<file path="config.mk">
export PLATFORM = sky130hd
export DESIGN_NAME = key_repeat_array
export DESIGN_NICKNAME = d
export VERILOG_FILES = /design/src/rtl/key_pkg.sv /design/src/rtl/key_repeat_ch.sv /design/src/rtl/key_repeat_array.sv
export SDC_FILE = /design/constraint.sdc
export NUM_CORES = 1
export LEC_CHECK = 0
export CORE_ASPECT_RATIO = 0.8
export CORE_MARGIN = 2
export CORE_UTILIZATION = 63
export CTS_CLUSTER_DIAMETER = 60
export DETAILED_ROUTE_END_ITERATION = 12
export PLACE_DENSITY_LB_ADDON = 0.2
export REMOVE_ABC_BUFFERS = 1
export SLEW_MARGIN = 10
export SYNTH_ARGS = -nofsm -noshare
export SYNTH_HDL_FRONTEND = slang
export SYNTH_HIERARCHICAL = 1
export SYNTH_SLANG_ARGS = --single-unit
export TNS_END_PERCENT = 10
</file>
<file path="constraint.sdc">
create_clock -name clk -period 2.41 [get_ports clk]
set_input_delay 0.482 -clock clk [delete_from_list [all_inputs] [get_ports clk]]
set_output_delay 0.482 -clock clk [all_outputs]
set_load 0.01 [all_outputs]
</file>
<file path="src/rtl/key_pkg.sv">
// Shared types and default timing for the multi-channel key autorepeat block.
package key_pkg;

  typedef enum logic [1:0] {
    ST_IDLE   = 2'd0,
    ST_DELAY  = 2'd1,
    ST_REPEAT = 2'd2
  } key_state_e;

  localparam int unsigned CLK_HZ         = 50_000_000;
  localparam int unsigned DEBOUNCE_MS    = 5;
  localparam int unsigned FIRST_DELAY_MS = 200;
  localparam int unsigned REPEAT_MS      = 50;

  localparam int unsigned DEF_CNT_W         = 32;
  localparam int unsigned DEF_DEBOUNCE      = CLK_HZ / 1000 * DEBOUNCE_MS;
  localparam int unsigned DEF_FIRST_DELAY   = CLK_HZ / 1000 * FIRST_DELAY_MS;
  localparam int unsigned DEF_REPEAT_PERIOD = CLK_HZ / 1000 * REPEAT_MS;

endpackage

</file>
<file path="src/rtl/key_repeat_ch.sv">
// One key channel: 2-flop synchroniser, debounce counter and press/autorepeat FSM.
module key_repeat_ch
  import key_pkg::*;
#(
  parameter int unsigned CNT_W         = DEF_CNT_W,
  parameter int unsigned DEBOUNCE      = DEF_DEBOUNCE,
  parameter int unsigned FIRST_DELAY   = DEF_FIRST_DELAY,
  parameter int unsigned REPEAT_PERIOD = DEF_REPEAT_PERIOD
) (
  input  logic clk,
  input  logic RST,
  input  logic en,
  input  logic key_in,
  output logic held,
  output logic r
);

  localparam logic [CNT_W-1:0] DB_LAST  = CNT_W'(DEBOUNCE - 1);
  localparam logic [CNT_W-1:0] FD_LAST  = CNT_W'(FIRST_DELAY - 1);
  localparam logic [CNT_W-1:0] RP_LAST  = CNT_W'(REPEAT_PERIOD - 1);
  localparam logic [CNT_W-1:0] CNT_ONE  = CNT_W'(1);

  logic             sync1;
  logic             sync2;
  logic [CNT_W-1:0] dcnt;
  logic [CNT_W-1:0] rcnt;
  key_state_e       state;

  always_ff @(posedge clk or posedge RST) begin
    if (RST) begin
      sync1 <= 1'b0;
      sync2 <= 1'b0;
    end else begin
      sync1 <= key_in;
      sync2 <= sync1;
    end
  end

  // Level only flips after DEBOUNCE consecutive disagreeing samples.
  always_ff @(posedge clk or posedge RST) begin
    if (RST) begin
      held <= 1'b0;
      dcnt <= '0;
    end else if (sync2 != held) begin
      if (dcnt == DB_LAST) begin
        held <= ~held;
        dcnt <= '0;
      end else begin
        dcnt <= dcnt + CNT_ONE;
      end
    end else begin
      dcnt <= '0;
    end
  end

  // Release or disable overrides every transition and returns to idle.
  always_ff @(posedge clk or posedge RST) begin
    if (RST) begin
      state <= ST_IDLE;
      rcnt  <= '0;
      r     <= 1'b0;
    end else if (!held || !en) begin
      state <= ST_IDLE;
      rcnt  <= '0;
      r     <= 1'b0;
    end else begin
      case (state)
        ST_IDLE: begin
          state <= ST_DELAY;
          rcnt  <= '0;
          r     <= 1'b1;
        end
        ST_DELAY: begin
          if (rcnt == FD_LAST) begin
            state <= ST_REPEAT;
            rcnt  <= '0;
            r     <= 1'b1;
          end else begin
            rcnt  <= rcnt + CNT_ONE;
            r     <= 1'b0;
          end
        end
        ST_REPEAT: begin
          if (rcnt == RP_LAST) begin
            rcnt <= '0;
            r    <= 1'b1;
          end else begin
            rcnt <= rcnt + CNT_ONE;
            r    <= 1'b0;
          end
        end
        default: begin
          state <= ST_IDLE;
          rcnt  <= '0;
          r     <= 1'b0;
        end
      endcase
    end
  end

endmodule

</file>
<file path="src/rtl/key_repeat_array.sv">
// N independent debounced autorepeat key channels with optional lowest-index exclusivity.
module key_repeat_array
  import key_pkg::*;
#(
  parameter int unsigned N_KEYS        = 4,
  parameter int unsigned CNT_W         = DEF_CNT_W,
  parameter int unsigned DEBOUNCE      = DEF_DEBOUNCE,
  parameter int unsigned FIRST_DELAY   = DEF_FIRST_DELAY,
  parameter int unsigned REPEAT_PERIOD = DEF_REPEAT_PERIOD,
  parameter bit          EXCLUSIVE     = 1'b0
) (
  input  logic              clk,
  input  logic              RST,
  input  logic              en,
  input  logic [N_KEYS-1:0] key_in,
  output logic [N_KEYS-1:0] pulse,
  output logic [N_KEYS-1:0] held
);

  logic [N_KEYS-1:0] held_w;
  logic [N_KEYS-1:0] r_w;
  logic [N_KEYS-1:0] mask_c;

  for (genvar i = 0; i < N_KEYS; i++) begin : g_ch
    key_repeat_ch #(
      .CNT_W        (CNT_W),
      .DEBOUNCE     (DEBOUNCE),
      .FIRST_DELAY  (FIRST_DELAY),
      .REPEAT_PERIOD(REPEAT_PERIOD)
    ) u_ch (
      .clk   (clk),
      .RST   (RST),
      .en    (en),
      .key_in(key_in[i]),
      .held  (held_w[i]),
      .r     (r_w[i])
    );
  end

  // Isolate the lowest set bit of held; masked channels keep their timing.
  if (EXCLUSIVE) begin : g_excl
    assign mask_c = held_w & (~held_w + N_KEYS'(1));
  end else begin : g_all
    assign mask_c = '1;
  end

  always_ff @(posedge clk or posedge RST) begin
    if (RST) begin
      pulse <= '0;
    end else begin
      pulse <= r_w & mask_c;
    end
  end

  assign held = held_w;

endmodule

</file>
==> impl_results.md, run 1 <==
- Run status: finished clean
- Placer Congestion: 0.803
- Minimum clock period: around 2.2 ns
- Pint: just under 8000 uW
- Reg-to-reg critical path startpoint: g_ch[1].u_ch/rcnt[10]
- Crit. End Element: flip-flop
- Initial Util: ~64%
- Fraction of power consumed by sequential logic: ~49%
- CP Launch Point: g_ch[1].u_ch/rcnt[10]
- Die Ht: 139 um
- Combinational cell fraction of total power: under 10%
- Most common cell after layout, fill and taps aside: nor2_1
- Routed Antenna Nets: 0
- Clock network power share: just under 50%
- Post-Syn Area: between 10,000 and 15,000 um2
- Mapped Cells: roughly 1,500
- Critical path class: flip-flop to flip-flop
- Root buffer cell: clkbuf_16
- Drt total wl: 30,100 um
- Setup Skew: 0.0123 ns
- Setup_tns: 0 ns
- Initial drt markers: slightly below 900
- Slowest stage delay, CP: around 0.7 ns
- Hold Startpoint: g_ch[3].u_ch/sync1
- Critical path buffers and inverters: 0
- Gr ovfl total: 0
- Clock H-tree levels: 1
- Power Density: between 600 and 700 nW/um2
- Postcts setup bufs: 0
- Leakage: between 0.006 and 0.007 uW
- DIE WIDTH: ~170 um
- Tightest Pin Transition: roughly 0.68 ns
- Signal arrival time at the worst endpoint: between 2 and 3 ns
- Clock Sinks: approximately 280
- Post-synthesis average cell area: 9.68 um2
- Clk buf depth: 3
- Max Slew Vio Count: 0
- RSZ-0062 raised after global routing: false
- CP Cell Sequence: nor3b_1, nand4_1, o41ai_1, mux2i_1, nor2_1
- Final std cells w/o fill: 1,878
- Post_cts resized: 0
- Relative slew slack: 54.1%
- Yosys reg bits: approximately 280
- Switch share: roughly a fifth
- Vias/cell: ~5.9
- Site Rows: between 40 and 50
- Layout cells sized above 1: a little under a tenth
- Ys Warns: 6
- Worst Path Required: about 2.9 ns
- Die footprint: 24,200 um2
- Core area: 22,500 um2
- IO Pins: 15
- Synth-to-layout area growth: 12.8%
- Max Freq: 456 MHz
- Most frequent cells in the layout: nor2_1, dfrtp_1, xor2_1
- Slowest stage cell, crit path: o41ai_1
- PnR Total Power: between 9000 and 10,000 uW
- Final setup fails: 0
- Post-synth cell types: 40
- Pin count of the biggest net entering global routing: between 70 and 80
- Worst Path Max Fanout: 5
- Placed cell areas: approximately 15,000 um2
- Worst vdd ir: ~860 uV
- Gr usage total: 25.7%
- Inst Count DP: approximately 1,800
- Clock Latency Late Sink: approximately 0.55 ns
- Port bufs: 14
- Initial antenna violation count: 1
- Sequential area share after synthesis: between 40% and 50%
- CTS tree: built
- Max-cap violation count: 0
- Global-route wire length before repair: between 50,000 and 60,000 um
- Clk slew on worst S/H paths: ~0.070 ns
- Net Switching: 2040 uW
- Final net count: 1,585
- # DRC: 0
- First drt pass iteration count: 5
- Routed WL per cell: between 15 and 20 um
- Crit path launch type: flip-flop
- Final WS setup: 0.218 ns
- Fillers: roughly 1,700
- Pre-CTS setup slack: around 0.29 ns
- Final Hold Viols: 0
- Number of global-route vias before repair: 10,800
- Top Family by Delay on Critical Path: compound AO/OA/AOI/OAI gates
- Via count: between 10,000 and 15,000
- Hold buffers post-CTS: 0
- Detailed Place HPWL: ~20,000 um
- Post-route cell area: roughly 16,000 um2
- Total CTS buffers: 28
- Final worst-path cycle share: 90.9%
- Tightest Hold Check Type: flip-flop to flip-flop
## area by class of cell
type / count / area (um2) / share of cell area (%)
flip-flops and latches: 284 / 7110 / 43.6
multi-input cells: 1144 / 7080 / 43.4
clock buffers: 38 / 810 / 4.96
repair buffers: 55 / 573 / 3.51
well taps: 306 / 383 / 2.35
clock inverters: 13 / 223 / 1.37
inverters: 37 / 139 / 0.851
diodes: 1 / 2.50 / 0.0153
## per-layer routing
layer,vias up,track usage (%),wire [um]
met5,-,0,0
met4,0,5.66,543
met3,49,3.44,1240
met2,228,40.4,13800
met1,5501,38.3,14500
li1,5353,-,-
## Yosys cell counts
master	n	area [um2]
a2111oi_0	4	35.0
a21o_1	4	30.0
a21oi_1	32	160
a21oi_2	4	35.0
and2_1	8	50.1
and3_1	28	175
and3_2	4	30.0
and4_1	16	140
and4_2	4	40.0
and4b_1	4	40.0
buf_2	24	120
clkbuf_1	4	15.0
dfrtp_1	284	7110
ha_1	28	350
inv_1	37	139
mux2_2	4	45.0
mux2i_1	8	80.1
nand2_1	92	345
nand3_1	108	541
nand3_4	4	70.1
nand4_1	92	576
nand4_2	4	50.1
nor2_1	296	1110
nor3_1	44	220
nor3b_1	4	30.0
nor4_1	24	150
nor4_2	4	50.1
nor4_4	4	85.1
nor4b_1	12	105
o21ai_0	16	80.1
o31ai_1	16	120
o41ai_1	12	105
or2_1	4	25.0
or2_2	12	75.1
or3_1	12	75.1
or3_2	8	60.1
or4_1	12	90.1
or4_4	4	45.0
xnor2_1	72	631
xor2_1	140	1230
## power by group through the flow
stage	Clock, uW	Sequential (uW)	Combinational, uW
6_report	4850	4810	206
5_1_grt	5110	4810	240
4_1_cts	4930	4810	216
3_5_place_dp	0	4900	215
3_3_place_gp	0	4900	210
2_1_floorplan	0	4890	122
## registers in the layout, indices dropped and copies added (netlist names)
name,flops
g_ch.u_ch/dcnt,128
pulse,4
g_ch.u_ch/sync1,4
g_ch.u_ch/sync2,4
g_ch.u_ch/rcnt,128
g_ch.u_ch/r,4
g_ch.u_ch/state,8
g_ch.u_ch/held,4
## final timing paths
kind                                         end  slack [ns]  cells past startpoint
max                        g_ch[1].u_ch/state[1]        0.22                      5
min                           g_ch[3].u_ch/sync2        0.34                      0
max reg2reg                g_ch[1].u_ch/state[1]        0.22                      5
min reg2reg                   g_ch[3].u_ch/sync2        0.34                      0
max in group asynchronous  g_ch[0].u_ch/rcnt[26]        1.52                      3
min in group asynchronous               pulse[3]        0.41                      2
## kinds of logic (layout without fill, tap and decap cells)
family | count (synthesis) | after routing | synth area share (%)
buffers and inverters | 65 | 143 | 1.90
adders and majority gates | 28 | 28 | 2.42
xor gates and xnor gates | 212 | 212 | 12.8
muxes | 12 | 12 | 0.865
DFF | 284 | 284 | 49.2
other | 0 | 1 | 0
AOI/OAI and AO/OA | 88 | 88 | 3.91
and+or+nand+nor | 804 | 804 | 28.9
## metrics by stage
step,hold WS (ns),util (%)
2_1_floorplan,0.248,-
3_3_place_gp,0.333,67.9
3_5_place_dp,0.336,67.9
4_1_cts,0.348,72.5
5_1_grt,0.351,72.5
6_report,0.345,72.5
Note: power is estimated with default switching activity, not from simulation.
==> run 2: changes to the inputs <==
CORE_MARGIN = 1   (was 2)
SETUP_SLACK_MARGIN = 0.3   (was unset)
==> impl_results.md, run 2 (synthesis gave the netlist of run 1 again) <==
- Run status: finished clean
- Clk buf depth: 3 (unchanged)
- Inst Count DP: 1,828 (+0.11%)
- Crit. End Element: output pin
- Critical path buffers and inverters: 1 (+1)
- Worst vdd ir: 531 uV (-38%)
- Placed cell areas: 15,300 um2 (about the same)
- Die footprint: 23,600 um2 (-2.6%)
- Net Switching: 2080 uW (+2.2%)
- Final std cells w/o fill: 1,894 (+0.85%)
- IO Pins: 15 (unchanged)
- Final core utilization: 73.6% (+1.1 points)
- Max Freq: 472 MHz (+3.4%)
- Fillers: 1,571 (-5.5%)
- Root buffer cell: clkbuf_16
- First drt pass iteration count: 5 (unchanged)
- Max-cap violation count: 0 (unchanged)
- Most frequent cells in the layout: nor2_1, dfrtp_1, xor2_1
- Initial antenna violation count: 1 (unchanged)
- Global-route wire length before repair: 50,100 um (-4.7%)
- Total CTS buffers: 29 (+3.6%)
- Clock H-tree levels: 1 (unchanged)
- Pin count of the biggest net entering global routing: 71 (unchanged)
- Setup_tns: 0 ns (unchanged)
- Pint: 7860 uW (+0.31%)
- # DRC: 0 (unchanged)
- Final worst-path cycle share: 88.0% (-3.0 points)
- Minimum clock period: 2.12 ns (-0.0722 ns)
- Drt total wl: 30,200 um (+0.55%)
- Initial Util: 64.3% (unchanged)
- Max Slew Vio Count: 0 (unchanged)
- Die Ht: 137 um (-1.4%)
- Placer Congestion: 0.843 (+5.0%)
- CP Cell Sequence: clkdlybuf4s50_1
- Tightest Pin Transition: 0.692 ns (+0.0121 ns)
- DIE WIDTH: 171 um (-1.2%)
- Port bufs: 14 (unchanged)
- Clock Sinks: 284 (unchanged)
- Final net count: 1,599 (+0.88%)
- Switch share: 20.9% (+0.30 points)
- RSZ-0062 raised after global routing: true
- Site Rows: 49 (unchanged)
- Tightest Hold Check Type: flip-flop to flip-flop
- Clock network power share: 49.5% (+0.3 points)
- Number of global-route vias before repair: 10,500 (-3.0%)
- Synth-to-layout area growth: 14.6%
- Leakage: 0.00672 uW (+0.93%)
- Largest regs: g_ch.u_ch/dcnt x128, g_ch.u_ch/rcnt x128, g_ch.u_ch/state x8
- Critical path class: flip-flop to output pin
- Routed Antenna Nets: 0 (unchanged)
- Post-route cell area: 16,600 um2 (+1.5%)
- Relative slew slack: 53.5% (-0.57 points)
- Top Family by Delay on Critical Path: buffers and inverters
- Most common cell after layout, fill and taps aside: nor2_1
- Worst Path Required: 1.93 ns (-0.92 ns)
- Setup Skew: 0.0173 ns (+0.00495 ns)
- Fraction of power consumed by sequential logic: 48.4% (-0.3 points)
- Worst Path Max Fanout: 5 (unchanged)
- Power Density: 600 nW/um2 (-0.83%)
- Core area: 22,500 um2 (unchanged)
- Detailed Place HPWL: 20,100 um (+0.40%)
- Clock Latency Late Sink: 0.55 ns (about the same)
- Initial drt markers: 839 (-3.7%)
- Final Hold Viols: 0 (unchanged)
- Layout cells sized above 1: 11.9% (+2.5 points)
- Clk slew on worst S/H paths: 0.06 ns (about the same)
- Gr usage total: 26.0% (+0.30 points)
- Final setup fails: 0 (unchanged)
- CTS tree: built
- Combinational cell fraction of total power: 2.1% (about the same)
- Slowest stage delay, CP: 0.60 ns (-0.12 ns)
- Routed WL per cell: 16.0 um (-0.30%)
- Gr ovfl total: 0 (unchanged)
- Slowest stage cell, crit path: clkdlybuf4s50_1
- Vias/cell: 5.93 (about the same)
- Signal arrival time at the worst endpoint: 1.64 ns (-0.99 ns)
- Via count: 11,200 (+0.89%)
- Crit path launch type: flip-flop
run 2: cell type report:
type / instances / area, um2 / area share [%]
Clock buffer: 33 / 751 / 4.53
Antenna cell: 1 / 2.50 / 0.0151
Sequential cell: 284 / 7110 / 42.9
Timing Repair Buffer: 68 / 664 / 4.01
Tap cell: 306 / 383 / 2.31
Inverter: 37 / 139 / 0.838
Multi-Input combinational cell: 1144 / 7210 / 43.5
Clock inverter: 21 / 309 / 1.87
run 2: per-layer routing:
layer	share of wire (%)	global-route usage (%)	up-vias	wire length [um]
li1	-	-	5394	-
met1	47	38.2	5508	14100
met2	47	41.1	273	14100
met3	4.4	3.05	55	1330
met4	2.1	6.65	0	635
met5	0	0	-	0
run 2: stage by stage:
| step | total power, uW | hold WS, ns | setup WS [ns] |
|---|---|---|---|
| after floorplan | 5020 | 0.248 | 0.160 |
| after global placement | 5110 | 0.333 | 0.264 |
| after detailed placement | 5110 | 0.335 | 0.187 |
| after CTS | 10000 | 0.349 | 0.234 |
| after global routing | 10300 | 0.353 | 0.237 |
| final | 9940 | 0.348 | 0.290 |
run 2: path summary, 6_finish.rpt:
path | from | depth (start not counted) | end | slack (ns)
worst max-delay path | g_ch[2].u_ch/held | 1 | held[2] | 0.29
worst min-delay path | g_ch[1].u_ch/sync1 | 0 | g_ch[1].u_ch/sync2 | 0.35
worst max register to register | g_ch[1].u_ch/rcnt[0] | 6 | g_ch[1].u_ch/rcnt[26] | 0.34
worst min register to register | g_ch[1].u_ch/sync1 | 0 | g_ch[1].u_ch/sync2 | 0.35
max in group asynchronous | RST | 3 | g_ch[2].u_ch/dcnt[0] | 1.38
min in group asynchronous | RST | 2 | pulse[2] | 0.42
run 2: timing repair:
| action | in CTS | in global routing |
|---|---|---|
| pin swaps | 0 | 11 |
| hold buffers | 0 | 0 |
| setup endpoints to repair | 123 | 182 |
| buffers inserted | 2 | 9 |
| resized for setup | 4 | 27 |
| endpoints found under the hold margin | 0 | 0 |
run 2: power by group through the flow:
stage	sequential, uW	combinational, uW	clock [uW]
after CTS	4810	218	5020
after detailed placement	4900	217	0
final	4810	209	4920
after global placement	4900	214	0
after global routing	4810	244	5220
after floorplan	4890	122	0
==> RTL edit 1, RTL diff (config.mk and constraints of run 1) <==
Register the input `key_in` before use. The logic sees it one clock later. The other inputs are not delayed to match.
--- a/src/rtl/key_repeat_array.sv
+++ b/src/rtl/key_repeat_array.sv
@@ -18,4 +18,10 @@
 );
 
+  logic [N_KEYS-1:0] key_q;
+
+  always_ff @(posedge clk) begin
+    key_q <= key_in;
+  end
+
   logic [N_KEYS-1:0] held_w;
   logic [N_KEYS-1:0] r_w;
@@ -32,5 +38,5 @@
       .RST   (RST),
       .en    (en),
-      .key_in(key_in[i]),
+      .key_in(key_q[i]),
       .held  (held_w[i]),
       .r     (r_w[i])
Formal check against the unedited RTL: no difference found for any inputs over 10 cycles, from zero or initial values and one cycle with RST high; that may be too few to reach the edited logic, so the function may still have changed.
==> RTL edit 1 against run 1 <==
Sequential cell count up 4. Hold slack worse by 13 ps. Setup slack worse by 140 ps. Sequential share of layout area up 0.36 points. Routed wire length up 0.11%. Final area up 0.31%. Synthesized area up 0.55%. Non-clock buffer count up 1. Clock power down 7.6%. Power down 3.0%. First-iteration DRC count down 19%. Core utilization about the same. Critical path type unchanged.
==> RTL edit 1: results (changes against run 1) <==
stage	metric	value	unit	change
outcome	status	complete, no violations		
finish	diodes inserted	0		-1
yosys	Synth Area in Compound Gates	3.89	%	-0.022 points
yosys	asr flop ratio synth	98.6	%	-1.4 points
detailed_routing	Met2 Wirelength	13.9	mm	+0.53%
grt	vias in the first global route	10700		-0.65%
placed_design	post-placement cell area	0.0154	mm²	+0.82%
yosys	dominant cells by area after synthesis	dfrtp_1 49%, xor2_1 8.4%, nor2_1 7.6%, xnor2_1 4.3%, nand4_1 4.0%		
yosys	xor/xnor share of the synthesized area	12.8	%	-0.071 points
power	static leakage	6.70	nW	+0.56%
placed_design	placed insts	1831		+0.27%
sta	Min Hold Slack	332	ps	-13.2 ps
setup_path	Worst path max stage delay	650	ps	-70 ps
grt	met2 Usage GRT	40.3	%	-0.14 points
finish	Layout Nets	1591		+0.38%
setup_path	Critical Path End	g_ch[1].u_ch/rcnt[13]$_DFF_PP0_		
setup_path	Critical Path AT	2760	ps	+130 ps
detailed_routing	wire length on met3	1.41	mm	+13%
finish	share of cells above drive strength 1	9.50	%	+0.079 points
yosys	Netlist cell types	41		+2.5%
setup_path	maximum fanout along the worst path	31		+26
grt	initial antenna violation count	0		-1
sta	slack of the critical path	81.2	ps	-137 ps
finish	Filler Cells Inserted	1694		+1.9%
setup_path	worst reg2reg startpoint	g_ch[1].u_ch/rcnt[16]$_DFF_PP0_		
grt	first-pass GRT wire length	52.4	mm	-0.36%
detailed_routing	DRT iter0 DRCs	708		-19%
## RTL edit 1: cell count changes in the layout (fill, tap and decap cells not counted), moves of 3 or more
cell / run 1 / this run
buf_12: 10 / 13
dfxtp_1: 0 / 4
clkinvlp_4: 3 / 0
clkinv_2: 4 / 7
bufinv_16: 6 / 1
clkbuf_8: 5 / 10
## RTL edit 1: where the power goes
part | internal (mW) | switching [mW]
Combinational | 0.0631 | 0.153
Clock | 2.62 | 1.85
Sequential | 4.86 | 0.0222
## RTL edit 1: worst min-delay path by stage
stage	startpoint	to	cells past startpoint
floorplan	RST	pulse[0]$_DFF_PP0_	1
global placement	key_q[2]$_DFF_P_	g_ch[2].u_ch/sync1$_DFF_PP0_	0
detailed placement	key_q[1]$_DFF_P_	g_ch[1].u_ch/sync1$_DFF_PP0_	0
CTS	key_q[0]$_DFF_P_	g_ch[0].u_ch/sync1$_DFF_PP0_	0
global route	key_q[2]$_DFF_P_	g_ch[2].u_ch/sync1$_DFF_PP0_	0
finish	key_q[0]$_DFF_P_	g_ch[0].u_ch/sync1$_DFF_PP0_	0
## RTL edit 1: final cells by class
cell class / count / area share (%)
Sequential cell: 288 / 43.9
Tap cell: 306 / 2.34
Timing Repair Buffer: 56 / 3.78
Inverter: 37 / 0.849
Clock buffer: 45 / 5.41
Multi-Input combinational cell: 1144 / 43.2
Clock inverter: 9 / 0.451
## RTL edit 1: logic make-up (layout without fill, tap and decap cells)
| kind of cell | Yosys count | in the layout |
|---|---|---|
| AOI/OAI and AO/OA | 88 | 88 |
| xor gates and xnor gates | 212 | 212 |
| adders and majority gates | 28 | 28 |
| buffers and inverters | 65 | 147 |
| DFF | 288 | 288 |
| muxes | 12 | 12 |
| and+or+nand+nor | 804 | 804 |
==> RTL edit 2, RTL diff (config.mk and constraints of run 1) <==
Made on the original files. The parameter `N_KEYS` goes from 4 to 8.
--- a/src/rtl/key_repeat_array.sv
+++ b/src/rtl/key_repeat_array.sv
@@ -3,5 +3,5 @@
   import key_pkg::*;
 #(
-  parameter int unsigned N_KEYS        = 4,
+  parameter int unsigned N_KEYS        = 8,
   parameter int unsigned CNT_W         = DEF_CNT_W,
   parameter int unsigned DEBOUNCE      = DEF_DEBOUNCE,
Interface: changed (resized held, key_in and pulse); port bits go from 15 to 27. The function was not compared with the original's and may differ.
==> RTL edit 2 against run 1 <==
Clock skew grew 17 ps. Critical path depth increased by 1. Critical path type unchanged. Setup slack worse by 28 ps. Power rose by 100%. Combinational power rose by 110%. Routed wire length up 100%. Synthesized area rose by 100%. Fmax down 1.3%. Die area increased by 98%. Count of clock-buffer cells in the layout up 40. Sequential cell count up 284. Final area rose by 100%.
==> RTL edit 2: results (changes against run 1) <==
stage	metric	value	unit	change
power	worst vdd ir	0.742	mV	-14%
grt	met3 Track Usage GR	3.43	%	-0.0090 points
yosys	Post-synth top cells	583 x nor2_1, 568 x dfrtp_1, 289 x xor2_1, 217 x nand3_1, 190 x nand4_1		
detailed_routing	M1 wire length	28.4	mm	+96%
setup_path	Critical Path AT	2690	ps	+60 ps
clock_tree	# H-tree levels	2		+1
placed_design	pre-CTS setup slack	222	ps	-68.4 ps
detailed_routing	Met2 Wirelength	28.7	mm	+110%
setup_path	r2r setup slk	190	ps	-30 ps
grt	Global Route met1 Usage	38.2	%	-0.096 points
detailed_routing	wire length on met3	2.65	mm	+110%
placed_design	IO buf count	26		+12
clock_tree	root buf cell	clkbuf_16		
grt	initial antenna violation count	0		-1
hold_path	Worst Hold Class	input pin to register		
placed_design	placed insts	3652		+100%
finish	Filler Cells Inserted	3270		+97%
sta	Worst-Margin Slew	658	ps	-22.3 ps
sta	Min Hold Slack	314	ps	-31.0 ps
yosys	Syn Area/Cell	9.70	µm²	+0.13%
detailed_routing	DR DRC count	0		unchanged
clock_tree	clock latency on the worst-skew pair	620	ps	+70 ps
grt	met2 Usage GRT	41.2	%	+0.75 points
power	static leakage	13.4	nW	+100%
grt	first-pass GRT wire length	106	mm	+100%
setup_path	Worst path max stage delay	530	ps	-190 ps
outcome	status	complete, no violations		
placed_design	global placer's final weighted congestion	0.887		+10%
yosys	Netlist cell types	60		+50%
placed_design	hpwl dp	40.5	mm	+100%
setup_path	Worst R2R Path Depth	6		+1
setup_path	maximum fanout along the worst path	31		+26
detailed_routing	Routed WL	60.8	mm	+100%
finish	biggest regs	g_ch.u_ch/dcnt: 256 flops, g_ch.u_ch/rcnt: 256 flops, g_ch.u_ch/state: 16 flops		
hold_path	hold endpoint	g_ch[5].u_ch/sync1$_DFF_PP0_		
setup_path	Worst path slowest cell	o41ai_1		
power	Switch Pwr	4.12	mW	+100%
hold_path	hold path cells	1		+1
sta	fin crit share	92.1	%	+1.2 points
detailed_routing	Vias/cell	5.93		about the same
setup_path	crit path kind	register to register		
sta	clk_skew	28.9	ps	+16.6 ps
setup_path	worst reg2reg startpoint	g_ch[6].u_ch/rcnt[16]$_DFF_PP0_		
placed_design	post-placement cell area	0.0306	mm²	+100%
yosys	dominant cells by area after synthesis	dfrtp_1 49%, xor2_1 8.7%, nor2_1 7.5%, xnor2_1 4.3%, nand4_1 4.1%		
finish	Layout Nets	3166		+100%
detailed_routing	DRT iter0 DRCs	1902		+120%
grt	Global Route Usage Sum	26.0	%	+0.31 points
finish	diodes inserted	0		-1
detailed_routing	Detailed Routing Iterations Pass 1	6		+1
detailed_routing	via count	22300		+100%
hold_path	hold_sp	key_in[5]		
setup_path	Reg2Reg Capture Point	g_ch[6].u_ch/rcnt[26]$_DFF_PP0_		
clock_tree	CTS buffer count	57		+100%
finish	share of cells above drive strength 1	9.19	%	-0.23 points
yosys	sequential fraction of the synthesis area	48.9	%	-0.21 points
## RTL edit 2: cell type report
class                      instances  area, µm²  area share, %
multi-input combinational       2290      14200           43.4
tap                              612        766           2.34
clock inverter                    28        485           1.48
inverter                          74        278          0.848
timing repair buffer             108       1160           3.55
clock buffer                      78       1630           4.97
sequential                       568      14200           43.4
## RTL edit 2: power by group through the flow
stage                     clock network (mW)  registers [mW]  logic, mW
after floorplan                            0            9.79      0.245
after global placement                     0            9.79      0.440
after detailed placement                   0            9.80      0.451
after CTS                               10.1            9.62      0.454
after global routing                    10.5            9.62      0.503
final                                   9.88            9.62      0.434
## RTL edit 2: repair_timing
action                                  CTS  global route
resized for setup                         0             1
endpoints found under the setup margin    0             2
hold endpoints to repair                  0             0
## RTL edit 2: cells by family after synthesis
group           synth area share, %
simple gates                   29.1
flops                          48.9
xor+xnor                       13.0
compound gates                 3.75
buf+inv                        2.06
fa+ha+maj                      2.41
mux                           0.724
